[config.mk]
export PLATFORM = sky130hd
export DESIGN_NAME = decim_chain_seq
export DESIGN_NICKNAME = d
export VERILOG_FILES = /design/src/rtl/decim_seq_pkg.sv /design/src/rtl/decim_hold_reg.sv /design/src/rtl/decim_chain_seq.sv
export SDC_FILE = /design/constraint.sdc
export NUM_CORES = 1
export LEC_CHECK = 0
export BUFFER_PORTS_ARGS = -buffer_cell sky130_fd_sc_hd__buf_2
export CAP_MARGIN = 25
export CELL_PAD_IN_SITES_DETAIL_PLACEMENT = 0
export CELL_PAD_IN_SITES_GLOBAL_PLACEMENT = 1
export CORE_MARGIN = 2
export CORE_UTILIZATION = 43
export DETAILED_ROUTE_END_ITERATION = 10
export PLACE_DENSITY_LB_ADDON = 0.1
export SLEW_MARGIN = 15
export SYNTH_ARGS = -nofsm -noshare
export SYNTH_HDL_FRONTEND = slang
export SYNTH_SLANG_ARGS = --single-unit
[constraint.sdc]
create_clock -name clk -period 2.9 [get_ports clk]
set_input_delay 0.145 -clock clk [delete_from_list [all_inputs] [get_ports clk]]
set_output_delay 0.145 -clock clk [all_outputs]
set_load 0.005 [all_outputs]
[src/rtl/decim_seq_pkg.sv]
// Shared types and constants for the decimation-chain sequencer.
package decim_seq_pkg;

    // Sequencer states: idle, chain flush, start-up transient discard, forwarding.
    typedef enum logic [1:0] {
        ST_IDLE,
        ST_FLUSH,
        ST_SETTLE,
        ST_RUN
    } seq_state_t;

    // Width of the dropped-sample counter.
    localparam int OVR_W = 16;

    // Defaults also exposed through the CSR map.
    localparam int DEF_FLUSH_CYCLES   = 64;
    localparam int DEF_SETTLE_SAMPLES = 96;

endpackage

[src/rtl/decim_hold_reg.sv]
// One-entry valid/ready output register with overrun detection and a
// saturating count of samples dropped to back-pressure.
module decim_hold_reg
    import decim_seq_pkg::*;
#(
    parameter int DW = 16
) (
    input  logic             clk,
    input  logic             arst_n,
    input  logic             flush,
    input  logic             ovr_clear,
    input  logic             in_valid,
    input  logic [DW-1:0]    in_data,
    output logic             m_valid,
    output logic [DW-1:0]    m_data,
    input  logic             m_ready,
    output logic [OVR_W-1:0] overrun_cnt
);

    logic accept;
    logic drop;

    // A new sample fits if the slot is empty or is being emptied this cycle.
    assign accept = in_valid && (!m_valid || m_ready);
    assign drop   = in_valid && m_valid && !m_ready;

    // Hold register: load on accept, clear on handshake or flush.
    // NOTE: state is written with <= so every register samples pre-edge values.
    always_ff @(posedge clk or negedge arst_n) begin
        if (!arst_n) begin
            m_valid <= 1'b0;
            // NOTE: the data register is reset too, since m_data is a visible output with a defined reset value.
            m_data  <= '0;
        end else if (flush) begin
            m_valid <= 1'b0;
        end else if (accept) begin
            m_valid <= 1'b1;
            m_data  <= in_data;
        end else if (m_valid && m_ready) begin
            m_valid <= 1'b0;
        end
    end

    // Dropped-sample counter: cleared on a new capture, saturates at all ones.
    always_ff @(posedge clk or negedge arst_n) begin
        if (!arst_n) begin
            overrun_cnt <= '0;
        end else if (ovr_clear) begin
            overrun_cnt <= '0;
        end else if (drop && (overrun_cnt != '1)) begin
            overrun_cnt <= overrun_cnt + OVR_W'(1);
        end
    end

endmodule

[src/rtl/decim_chain_seq.sv]
// Sequencer and output stage for the CIC / FIR / half-band decimation chain:
// flushes the chain, discards its start-up transient, then forwards a burst.
module decim_chain_seq
    import decim_seq_pkg::*;
#(
    parameter int DW             = 16,
    parameter int FLUSH_CYCLES   = DEF_FLUSH_CYCLES,
    parameter int SETTLE_SAMPLES = DEF_SETTLE_SAMPLES,
    parameter int LEN_W          = 16
) (
    input  logic             clk,
    input  logic             arst_n,
    input  logic             start,
    input  logic             stop,
    input  logic [LEN_W-1:0] burst_len,
    output logic             chain_reset,
    output logic             chain_en,
    input  logic             chain_ce,
    input  logic [DW-1:0]    chain_data,
    output logic             m_valid,
    output logic [DW-1:0]    m_data,
    input  logic             m_ready,
    output logic             busy,
    output logic             done,
    output logic [OVR_W-1:0] overrun_cnt
);

    localparam int FL_W = $clog2(FLUSH_CYCLES + 1);
    localparam int ST_W = $clog2(SETTLE_SAMPLES + 1);
    localparam logic [FL_W-1:0] FLUSH_LAST  = FL_W'(FLUSH_CYCLES - 1);
    localparam logic [ST_W-1:0] SETTLE_LAST = ST_W'(SETTLE_SAMPLES - 1);

    seq_state_t       state_q;
    seq_state_t       state_d;
    logic             done_d;
    logic [FL_W-1:0]  flush_cnt;
    logic [ST_W-1:0]  settle_cnt;
    logic [LEN_W-1:0] fwd_cnt;
    logic [LEN_W-1:0] len_q;
    logic             start_ok;
    logic             stop_ok;
    logic             run_ce;
    logic             burst_end;

    // Stop beats start; start is only honoured from IDLE.
    assign stop_ok   = stop && (state_q != ST_IDLE);
    assign start_ok  = start && !stop && (state_q == ST_IDLE);
    assign run_ce    = (state_q == ST_RUN) && chain_ce && !stop;
    assign burst_end = run_ce && (len_q != '0) && ((fwd_cnt + LEN_W'(1)) == len_q);

    // Next-state decode and burst-complete detection.
    always_comb begin
        // NOTE: defaults first so no path through the case leaves a value unassigned (no latch).
        state_d = state_q;
        done_d  = 1'b0;
        if (stop_ok) begin
            state_d = ST_IDLE;
        end else begin
            case (state_q)
                ST_IDLE:   if (start_ok) state_d = ST_FLUSH;
                ST_FLUSH:  if (flush_cnt == FLUSH_LAST) state_d = ST_SETTLE;
                ST_SETTLE: if (chain_ce && (settle_cnt == SETTLE_LAST)) state_d = ST_RUN;
                ST_RUN: begin
                    if (burst_end) begin
                        state_d = ST_IDLE;
                        done_d  = 1'b1;
                    end
                end
                default:   state_d = ST_IDLE;
            endcase
        end
    end

    // State register with outputs registered from the next state.
    always_ff @(posedge clk or negedge arst_n) begin
        if (!arst_n) begin
            state_q     <= ST_IDLE;
            chain_reset <= 1'b1;
            chain_en    <= 1'b0;
            busy        <= 1'b0;
            done        <= 1'b0;
        end else begin
            state_q     <= state_d;
            chain_reset <= (state_d == ST_IDLE) || (state_d == ST_FLUSH);
            chain_en    <= (state_d == ST_SETTLE) || (state_d == ST_RUN);
            busy        <= (state_d != ST_IDLE);
            done        <= done_d;
        end
    end

    // Flush, settle and forwarded-sample counters; burst length latched on start.
    always_ff @(posedge clk or negedge arst_n) begin
        if (!arst_n) begin
            flush_cnt  <= '0;
            settle_cnt <= '0;
            fwd_cnt    <= '0;
            len_q      <= '0;
        end else if (start_ok) begin
            flush_cnt  <= '0;
            settle_cnt <= '0;
            fwd_cnt    <= '0;
            len_q      <= burst_len;
        end else begin
            if (state_q == ST_FLUSH) flush_cnt <= flush_cnt + FL_W'(1);
            if ((state_q == ST_SETTLE) && chain_ce) settle_cnt <= settle_cnt + ST_W'(1);
            if (run_ce) fwd_cnt <= fwd_cnt + LEN_W'(1);
        end
    end

    decim_hold_reg #(
        .DW (DW)
    ) u_hold (
        .clk         (clk),
        .arst_n      (arst_n),
        .flush       (stop_ok),
        .ovr_clear   (start_ok),
        .in_valid    (run_ce),
        .in_data     (chain_data),
        .m_valid     (m_valid),
        .m_data      (m_data),
        .m_ready     (m_ready),
        .overrun_cnt (overrun_cnt)
    );

endmodule
==> results.cfg, run 1 <==
[status]
status = complete, no violations

[placement]
pre_cts_ws_ps = 283
hpwl_um = 7680
portBuffers = 74
place_inst = 684
gp_congestion = 0.865

[power]
p_leak_nw = 2.60
power_density_nw_per_um2 = 475
vdd_drop_max_uv = 337
total_power_mw = 2.64

[min_path]
worstHoldPathType = in2reg
min_path_cells = 2

[setup_path]
r2r_setup_slack_ps = 350
critical_path_depth = 7
path_class = reg2reg
reg2reg_to = busy$_DFF_PN0_
cp_slowest_stage_delay_ps = 460
critPathRequiredTime_ps = 3140
path_max_fanout = 8
path_cells = ha_1 -> and4_1 -> a21oi_1 -> nor4_1 -> o211ai_1 -> nor4_4 -> o21ai_1
cp-startpoint = fwd_cnt[0]$_DFFE_PN0P_
rr_startpoint = fwd_cnt[0]$_DFFE_PN0P_
endpoint_kind = flip-flop
slowest_stage = dfrtp_1
rr_worst_depth = 7
endpoint = busy$_DFF_PN0_
path_buf_inv = 0
critPathLaunchType = flip-flop
crit_arrival_ps = 2790
crit_family = simple AND/OR/NAND/NOR gates

[sta]
fin_ws_ps = 350
worstMarginPinSlew_ps = 736
period_needed_ps = 2550
setup_tns_ps = 0
relSlewSlack_pct = 50.8
post-route-period-util_pct = 87.9
maxSlewViolCount = 0
setup_violations = 0
max_freq_mhz = 392
finalHoldViolCount = 0
rsz0062_at_grt = false
hold-worst-slack_ps = 15.0
fin_worst_skew_ps = 15.2

[global_routing]
track_usage_pct = 20.5
grt_overflow = 0
grt_max_degree = 44
grt_pass1_vias = 3871
grt_pass1_wl_um = 18600
antenna_found_initial = 0

[floorplan]
fp-row-count = 37
die_area_um2 = 11400
die_w_um = 107
core_area_um2 = 10300
io_pins = 75
start_util_pct = 44.2
die_h_um = 107

[drt]
avgRoutedWirePerCell_um = 15.3
dr_total_vias = 3862
via_per_inst = 5.29
drt_pass1_iterations = 4
dr.first_iter.drc_count = 108
wirelength_um = 11200
detail-route-antenna-nets = 0
route.detailed.drc = 0

[flow_run]
drv_cap = 0

[logic_synthesis]
yosys.area_share.simple_pct = 24.3
ys_seq_area_share_pct = 46.7
synth_top_family_by_area = simple AND/OR/NAND/NOR gates
synthCells = 489
syn_area_per_cell_um2 = 9.32
synth_nets = 531
async_reset_ff_share_pct = 100
synth-xor-area-share_pct = 6.92
synthAdderAreaFrac_pct = 1.10
ys_ff_latch = 85
ys_warn_count = 0
synth_edf_count = 0
muxShareOfSynthArea_pct = 4.17
synth.distinct_cells = 63
synth_ff_type = dfrtp_1
synth-compound-area-share_pct = 12.8
synthesis.area_um2 = 4560

[cells_and_area]
drive_above_1_share_pct = 22.1
final_common_cell = dfrtp_1
final_cells = 730
areaGrowthSynthToFinish_pct = 21.9
nFillCells = 994
nNetsFinal = 631
regArea_um2 = 2130
multi_input_area_um2 = 2260
diodes = 0
final_cell_mix = 84 x dfrtp_1, 78 x nand2_1, 73 x buf_2

[clock_tree]
cts_tree = yes
clkLatencyLatePin_ps = 360
clock_path_buffers = 2
root_buffer = clkbuf_8
post_cts_buffers = 0
numCtsBuffers = 9
cts.sinks = 85
clk_pin_slew_ps = 90
cts-htree-levels = 3
## routing by layer
| layer | vias up | wire, µm | GRT usage (%) |
|---|---|---|---|
| met5 | - | 0 | 0 |
| met4 | 0 | 107 | 4.92 |
| met3 | 9 | 386 | 5.53 |
| met2 | 61 | 5450 | 33.8 |
| met1 | 1870 | 5250 | 26.9 |
| li1 | 1922 | - | - |
## layout make-up
cell class	count	share of cell area, %
multi-input combinational	368	40.7
sequential	85	38.3
timing repair buffer	114	13.5
tap	136	3.06
clock buffer	11	2.36
clock inverter	5	1.40
inverter	11	0.743
## cell families (layout without fill, tap and decap cells)
group,count (synthesis),in the layout
mux,17,17
compound gates,97,97
flops,85,85
simple gates,214,214
fa+ha+maj,4,4
buf+inv,36,141
xor+xnor,36,36
## worst min path at each step
stage	from	slack, ps	endpoint
floorplan	arst_n	-150	busy$_DFF_PN0_
global placement	arst_n	160	fwd_cnt[6]$_DFFE_PN0P_
detailed placement	arst_n	160	len_q[6]$_DFFE_PN0P_
CTS	chain_data[4]	1	u_hold.m_data[4]$_DFFE_PN0P_
global route	chain_data[10]	0.1	u_hold.m_data[10]$_DFFE_PN0P_
finish	chain_data[9]	10	u_hold.m_data[9]$_DFFE_PN0P_
## synthesized netlist by cell type (all sizes together) (4+ instances only)
cell type,count,area [µm²]
xor2,12,105
o21ai,47,235
nand2,78,293
inv,11,41.3
o31ai,7,52.6
a21oi,16,80.1
a31oi,4,25.0
ha,4,50.1
mux2,16,180
xnor2,24,210
nand4,16,121
nor2,45,169
and2,5,31.3
o211ai,5,37.5
or3,6,37.5
dfrtp,84,2100
nand3,17,85.1
clkbuf,12,45.0
nor4,8,65.1
nor3,7,40.0
and4,10,96.3
buf,13,93.8
## state kept, by name (all words and copies together), names as in the netlist
register and flops:
busy 1, chain_en 1, chain_reset 1, done 1, flush_cnt 7, fwd_cnt 16
len_q 16, settle_cnt 7, state_q 2, u_hold.m_data 16, u_hold.m_valid 1, u_hold.overrun_cnt 16
## power breakdown
group          leakage, nW  switching [mW]  internal, mW  total (mW)
Sequential            1.15          0.0816          1.26        1.34
Combinational         1.35           0.202         0.179       0.380
Clock                0.103           0.434         0.483       0.918
Total                 2.60           0.718          1.92        2.64
## per-stage QoR
stage,utilization (%),area (µm²)
2_1_floorplan,-,4560
3_3_place_gp,48.9,5050
3_5_place_dp,48.9,5050
4_1_cts,53.1,5490
5_1_grt,53.8,5560
6_report,53.8,5560
## repair_timing
action,in CTS,in global routing
gates resized for setup,0,1
hold buffers,23,7
endpoints found under the setup margin,0,4
hold endpoints to repair,60,7
No activity file was read; power rests on OpenSTA's default activity.
==> run 2: changes to the inputs <==
Settings changed: ABC_AREA set to 1, CORE_UTILIZATION 43 to 45.
Clock period 2.9 ns to 3.23 ns, I/O delays scaled along.
==> run 2 against run 1 <==
Effect of this change: total power decreased by 12%; clock power decreased by 16%; critical path depth increased by 4; non-clock buffer count decreased by 7; via count increased by 5.7%; maximum frequency increased by 13%; utilization increased by 2.8 points; final cell count increased by 11%; global-route usage increased by 2.3 points; clock skew decreased by 6.2 ps; register-to-register slack improved by 620 ps; synthesized cell count increased by 15%; highest routed layer unchanged.
==> results.cfg, run 2 <==
[clock_tree]
root_buffer = clkbuf_8
numCtsBuffers = 9
clock_path_buffers = 2
cts-htree-levels = 3
cts_tree = yes
clkLatencyLatePin_ps = 370
clk_pin_slew_ps = 90
cts.sinks = 85

[setup_path]
cp_slowest_stage_delay_ps = 410
path_max_fanout = 11
r2r_setup_slack_ps = 970
path_cells = ha_1 -> nand3_1 -> nor3_2 -> nand3_1 -> nand4_1 -> nor2_1 -> inv_1 -> nor2_1 -> nand2_1 -> nor3_1 -> a21oi_1
slowest_stage = dfrtp_1
path_class = reg2reg
path_buf_inv = 1
reg2reg_to = u_hold.overrun_cnt[12]$_DFFE_PN0P_
rr_worst_depth = 11
critPathRequiredTime_ps = 3480
endpoint_kind = flip-flop
crit_arrival_ps = 2510
crit_family = simple AND/OR/NAND/NOR gates
rr_startpoint = u_hold.overrun_cnt[0]$_DFFE_PN0P_
critPathLaunchType = flip-flop

[sta]
relSlewSlack_pct = 53.3
setup_tns_ps = 0
maxSlewViolCount = 0
period_needed_ps = 2260
rsz0062_at_grt = false
fin_worst_skew_ps = 8.99
max_freq_mhz = 443
finalHoldViolCount = 0
worstMarginPinSlew_ps = 700
post-route-period-util_pct = 69.9
setup_violations = 0

[floorplan]
die_w_um = 104
core_area_um2 = 9770
die_area_um2 = 10900
io_pins = 75
start_util_pct = 46.3
fp-row-count = 36
die_h_um = 104

[cells_and_area]
diodes = 0
areaGrowthSynthToFinish_pct = 22.2
nNetsFinal = 712
final_cells = 808
drive_above_1_share_pct = 20.0
final_common_cell = nand2_1
fin_util_pct = 56.6
final_cell_mix = 132 x nand2_1, 84 x dfrtp_1, 76 x inv_1

[global_routing]
antenna_found_initial = 0
grt_pass1_vias = 4206
grt_overflow = 0
grt_pass1_wl_um = 19800
track_usage_pct = 22.8
grt_max_degree = 55

[placement]
portBuffers = 74
gp_congestion = 0.890
hpwl_um = 8380
place_inst = 765

[drt]
wirelength_um = 11600
via_per_inst = 5.05
drt_pass1_iterations = 4
avgRoutedWirePerCell_um = 14.4
dr.first_iter.drc_count = 154
route.detailed.drc = 0
detail-route-antenna-nets = 0
dr_total_vias = 4084

[logic_synthesis]
synth_common_cells = 132 x nand2_1, 84 x dfrtp_1, 76 x inv_1, 57 x nand3_1, 44 x nor2_1
synth_nets = 605
synthCells = 563
synth_top_area_share_pct = 46.4
ys_ff_latch = 85
syn_area_per_cell_um2 = 8.04
ys_seq_area_share_pct = 47.0
synthAdderAreaFrac_pct = 1.11
synthesis.area_um2 = 4530
async_reset_ff_share_pct = 100
ys_warn_count = 0
synth_top_family_by_area = simple AND/OR/NAND/NOR gates
yosys.area_share.simple_pct = 29.2
yosysTopAreaCell = dfrtp_1
synth_ff_type = dfrtp_1
synth-xor-area-share_pct = 2.24
synthTopCellsByArea = dfrtp_1 46%, nand2_1 11%, nand3_1 6.3%, inv_1 6.3%, o21ai_0 4.4%
synth.distinct_cells = 39
synth_edf_count = 0
synth_most_common_cell = nand2_1
synth-compound-area-share_pct = 9.06
muxShareOfSynthArea_pct = 3.98

[power]
switching_share_pct = 29.3
net-switching-power_uw = 679
power.internal_mw = 1.64
pwr-share-comb_pct = 14.7
power_density_nw_per_um2 = 419
total_power_mw = 2.32
seqPwrFrac_pct = 51.9
p_clk_share_pct = 33.4
vdd_drop_max_uv = 317
p_leak_nw = 2.72

[status]
status = complete, no violations

[min_path]
min_path_cells = 2
worst_hold_path.endpoint = u_hold.m_data[13]$_DFFE_PN0P_
worstHoldStart = chain_data[13]
worstHoldPathType = in2reg

[flow_run]
drv_cap = 0
run 2: cell types whose count changed after synthesis, sizes merged, moves of 6 or more:
cell	before	now
o22ai	0	9
inv	11	77
nor3	7	13
buf	13	5
and4	10	0
nor2	45	54
xnor2	24	0
nand2	78	137
or3	6	0
nand3	17	59
clkbuf	12	6
run 2: layout make-up:
type / count / area [µm²]
well taps: 133 / 166
flip-flops and latches: 85 / 2130
clock inverters: 7 / 75.1
inverters: 77 / 289
multi-input cells: 390 / 2060
repair buffers: 107 / 688
fillers: 952 / 4240
clock buffers: 9 / 124
run 2: logic make-up (layout without fill, tap and decap cells):
| logic type | after synthesis | count (layout) |
|---|---|---|
| mux | 16 | 16 |
| compound gates | 74 | 74 |
| fa+ha+maj | 4 | 4 |
| flops | 85 | 85 |
| buf+inv | 88 | 200 |
| xor+xnor | 10 | 10 |
| simple gates | 286 | 286 |
run 2: worst reg2reg max path: cells and delay by family, from the launching register on:
| family | cells | cell delay [ps] |
|---|---|---|
| AO/OA/AOI/OAI | 1 | 90 |
| adder cells (fa/ha/maj) | 1 | 220 |
| buffers and inverters | 1 | 90 |
| flip-flops | 1 | 410 |
| AND/OR/NAND/NOR | 8 | 1320 |
run 2: worst max path at each step:
stage	startpoint	to	slack, ps	cells past startpoint
after floorplan	fwd_cnt[0]$_DFFE_PN0P_	busy$_DFF_PN0_	1480	14
after CTS	u_hold.overrun_cnt[0]$_DFFE_PN0P_	u_hold.overrun_cnt[12]$_DFFE_PN0P_	950	11
after global routing	u_hold.overrun_cnt[0]$_DFFE_PN0P_	u_hold.overrun_cnt[12]$_DFFE_PN0P_	690	11
after global placement	u_hold.overrun_cnt[0]$_DFFE_PN0P_	u_hold.overrun_cnt[12]$_DFFE_PN0P_	1080	11
after detailed placement	u_hold.overrun_cnt[0]$_DFFE_PN0P_	u_hold.overrun_cnt[12]$_DFFE_PN0P_	990	11
final	u_hold.overrun_cnt[0]$_DFFE_PN0P_	u_hold.overrun_cnt[12]$_DFFE_PN0P_	970	11
run 2: through the flow:
step | cell area [µm²] | hold WS, ps | worst slack (ps)
2_1_floorplan | 4530 | -134 | 1480
3_3_place_gp | 5060 | 265 | 1080
3_5_place_dp | 5060 | 270 | 993
4_1_cts | 5530 | 2.37 | 953
5_1_grt | 5530 | 4.63 | 686
6_report | 5530 | 22.1 | 973
run 2: power by group through the flow:
| stage | sequential, mW | combinational [mW] | clock [mW] |
|---|---|---|---|
| 6_report | 1.20 | 0.342 | 0.774 |
| 3_3_place_gp | 1.22 | 0.316 | 0 |
| 3_5_place_dp | 1.22 | 0.320 | 0 |
| 2_1_floorplan | 1.21 | 0.195 | 0 |
| 4_1_cts | 1.20 | 0.346 | 0.800 |
| 5_1_grt | 1.21 | 0.395 | 0.849 |
run 2: per-layer routing:
metal	GRT usage [%]	share of wire [%]
met5	0	0
met4	7.63	1.7
met3	5.33	4.0
met2	37.8	47
met1	29.4	47
run 2: repair_timing:
item | 4_1_cts | 5_1_grt
buffers inserted | 0 | 0
hold endpoints to repair | 77 | 0
hold buffers | 27 | 0
resized for setup | 0 | 0
==> run 3: changes to the inputs <==
Settings changed: ABC_AREA 1 to 0, CORE_UTILIZATION 45 to 39.
Clock period 3.23 ns to 2 ns, I/O delays scaled along.
==> run 3 against run 2 <==
Effect of this change: the flow now finishes with violations (negative setup slack); final cell count down 0.87%; clock skew increased by 0.87 ps; sequential share of layout area down 4.9 points; critical path depth is 3 lower; utilization down 0.91 points; register-to-register slack got worse by 1300 ps; setup slack got worse by 1300 ps; worst hold slack got worse by 20 ps; clock power increased by 120%; critical path type unchanged; largest power group unchanged; highest routed layer unchanged.
==> results.cfg, run 3 (synthesis gave the netlist of run 1 again) <==
[setup_path]
critPathLaunchType = flip-flop
slowest_stage = or4_4
path_cells = ha_4 -> xor2_2 -> a211oi_2 -> o211ai_1 -> or4_4 -> nor4_4 -> buf_4 -> o21ai_2
reg2reg_to = busy$_DFF_PN0_
path_class = reg2reg
path_max_fanout = 5
path_buf_inv = 1
rr_startpoint = fwd_cnt[1]$_DFFE_PN0P_
cp_slowest_stage_delay_ps = 500
critPathRequiredTime_ps = 2220
critical_path_depth = 8
rr_worst_depth = 8
crit_arrival_ps = 2510
r2r_setup_slack_ps = -280
endpoint_kind = flip-flop
crit_family = simple AND/OR/NAND/NOR gates

[floorplan]
die_area_um2 = 12600
core_area_um2 = 11400
die_h_um = 112
fp-row-count = 39
start_util_pct = 39.9
io_pins = 75
die_w_um = 112

[global_routing]
grt_pass1_wl_um = 20700
grt_max_degree = 50
antenna_found_initial = 0
grt_overflow = 0
track_usage_pct = 20.7
grt_pass1_vias = 4158

[sta]
setup_violations = 5
worstMarginPinSlew_ps = 519
hold-worst-slack_ps = 1.77
period_needed_ps = 2280
relSlewSlack_pct = 65.4
fin_worst_skew_ps = 9.86
max_freq_mhz = 438
fin_ws_ps = -281
rsz0062_at_grt = true
post-route-period-util_pct = 114
maxSlewViolCount = 0
setup_tns_ps = -1340
finalHoldViolCount = 0

[power]
total_power_mw = 4.39
vdd_drop_max_uv = 504
power_density_nw_per_um2 = 690
p_leak_nw = 2.99

[placement]
place_inst = 752
pre_cts_ws_ps = -322
hpwl_um = 8930
gp_congestion = 0.915
portBuffers = 74

[drt]
dr.first_iter.drc_count = 222
detail-route-antenna-nets = 0
dr_total_vias = 4102
drt_pass1_iterations = 4
route.detailed.drc = 0
avgRoutedWirePerCell_um = 15.5
wirelength_um = 12400
via_per_inst = 5.12

[min_path]
worst_hold_path.endpoint = len_q[1]$_DFFE_PN0P_
worstHoldStart = burst_len[1]
worstHoldPathType = in2reg
min_path_cells = 3

[clock_tree]
clkLatencyLatePin_ps = 350
cts_tree = yes
cts-htree-levels = 3
cts.sinks = 85
root_buffer = clkbuf_16
numCtsBuffers = 9
clock_path_buffers = 2
clk_pin_slew_ps = 70

[cells_and_area]
final_cells = 801
regArea_um2 = 2130
drive_above_1_share_pct = 33.3
nFillCells = 1071
nNetsFinal = 695
areaGrowthSynthToFinish_pct = 39.5
final_common_cell = dfrtp_1
multi_input_area_um2 = 2430
final_cell_mix = 80 x dfrtp_1, 78 x nand2_1, 73 x buf_2
diodes = 0

[status]
status = complete, but fails checks
violations = negative setup slack

[flow_run]
drv_cap = 0
## run 3: changes by cell type in the layout (fill, tap and decap cells not counted), sizes merged, moves of 5 or more
cell,before,now
dlygate4sd3,27,32
o21ai,42,47
inv,78,13
nand3,59,17
xnor2,0,24
and4,0,10
o22ai,9,0
nand2,137,78
nor3,13,7
nor4,3,8
o211ai,0,5
or3,0,6
nor2,54,45
buf,80,146
## run 3: worst register-to-register path, stage by stage, from the launching register on
cell	delay, ps
dfrtp_2	440
ha_4	260
xor2_2	150
a211oi_2	170
o211ai_1	120
or4_4	500
nor4_4	270
buf_4	190
o21ai_2	50
## run 3: routing by layer
metal | part of all wire [%] | vias to the layer above | track usage [%]
li1 | - | 2060 | -
met1 | 49 | 1966 | 28.8
met2 | 46 | 62 | 32.9
met3 | 3.3 | 14 | 3.73
met4 | 1.4 | 0 | 6.91
met5 | 0 | - | 0
## run 3: final cells by class
| cell class | instances | share of cell area, % |
|---|---|---|
| sequential | 85 | 33.5 |
| multi-input combinational | 368 | 38.2 |
| clock inverter | 6 | 1.12 |
| tap | 143 | 2.81 |
| clock buffer | 10 | 3.60 |
| timing repair buffer | 178 | 20.0 |
| inverter | 11 | 0.649 |
## run 3: how the worst max path moves through the flow
stage	slack [ps]	endpoint	from
floorplan	-130	busy$_DFF_PN0_	fwd_cnt[1]$_DFFE_PN0P_
global placement	-280	state_q[0]$_DFF_PN0_	fwd_cnt[1]$_DFFE_PN0P_
detailed placement	-320	busy$_DFF_PN0_	fwd_cnt[1]$_DFFE_PN0P_
CTS	-280	state_q[0]$_DFF_PN0_	fwd_cnt[0]$_DFFE_PN0P_
global route	-380	busy$_DFF_PN0_	fwd_cnt[1]$_DFFE_PN0P_
finish	-280	busy$_DFF_PN0_	fwd_cnt[1]$_DFFE_PN0P_
## run 3: report_power, final
| group | total, mW | switching (mW) | internal [mW] | leakage, nW |
|---|---|---|---|---|
| Sequential | 1.95 | 0.126 | 1.83 | 1.14 |
| Combinational | 0.712 | 0.352 | 0.361 | 1.71 |
| Clock | 1.72 | 0.744 | 0.980 | 0.140 |
| Total | 4.39 | 1.22 | 3.17 | 2.99 |
## run 3: per-stage QoR
| stage | instance area (µm²) | utilization (%) |
|---|---|---|
| finish | 6360 | 55.7 |
| global route | 6360 | 55.7 |
| CTS | 6260 | 54.8 |
| detailed placement | 5570 | 48.8 |
| global placement | 5570 | 48.8 |
| floorplan | 4580 | - |
## run 3: what timing repair did
item | in CTS | in global routing
gates resized for setup | 11 | 24
hold buffers | 32 | 0
hold endpoints to repair | 67 | 0
pin swaps | 12 | 17
buffers inserted | 2 | 0
setup endpoints to repair | 6 | 17
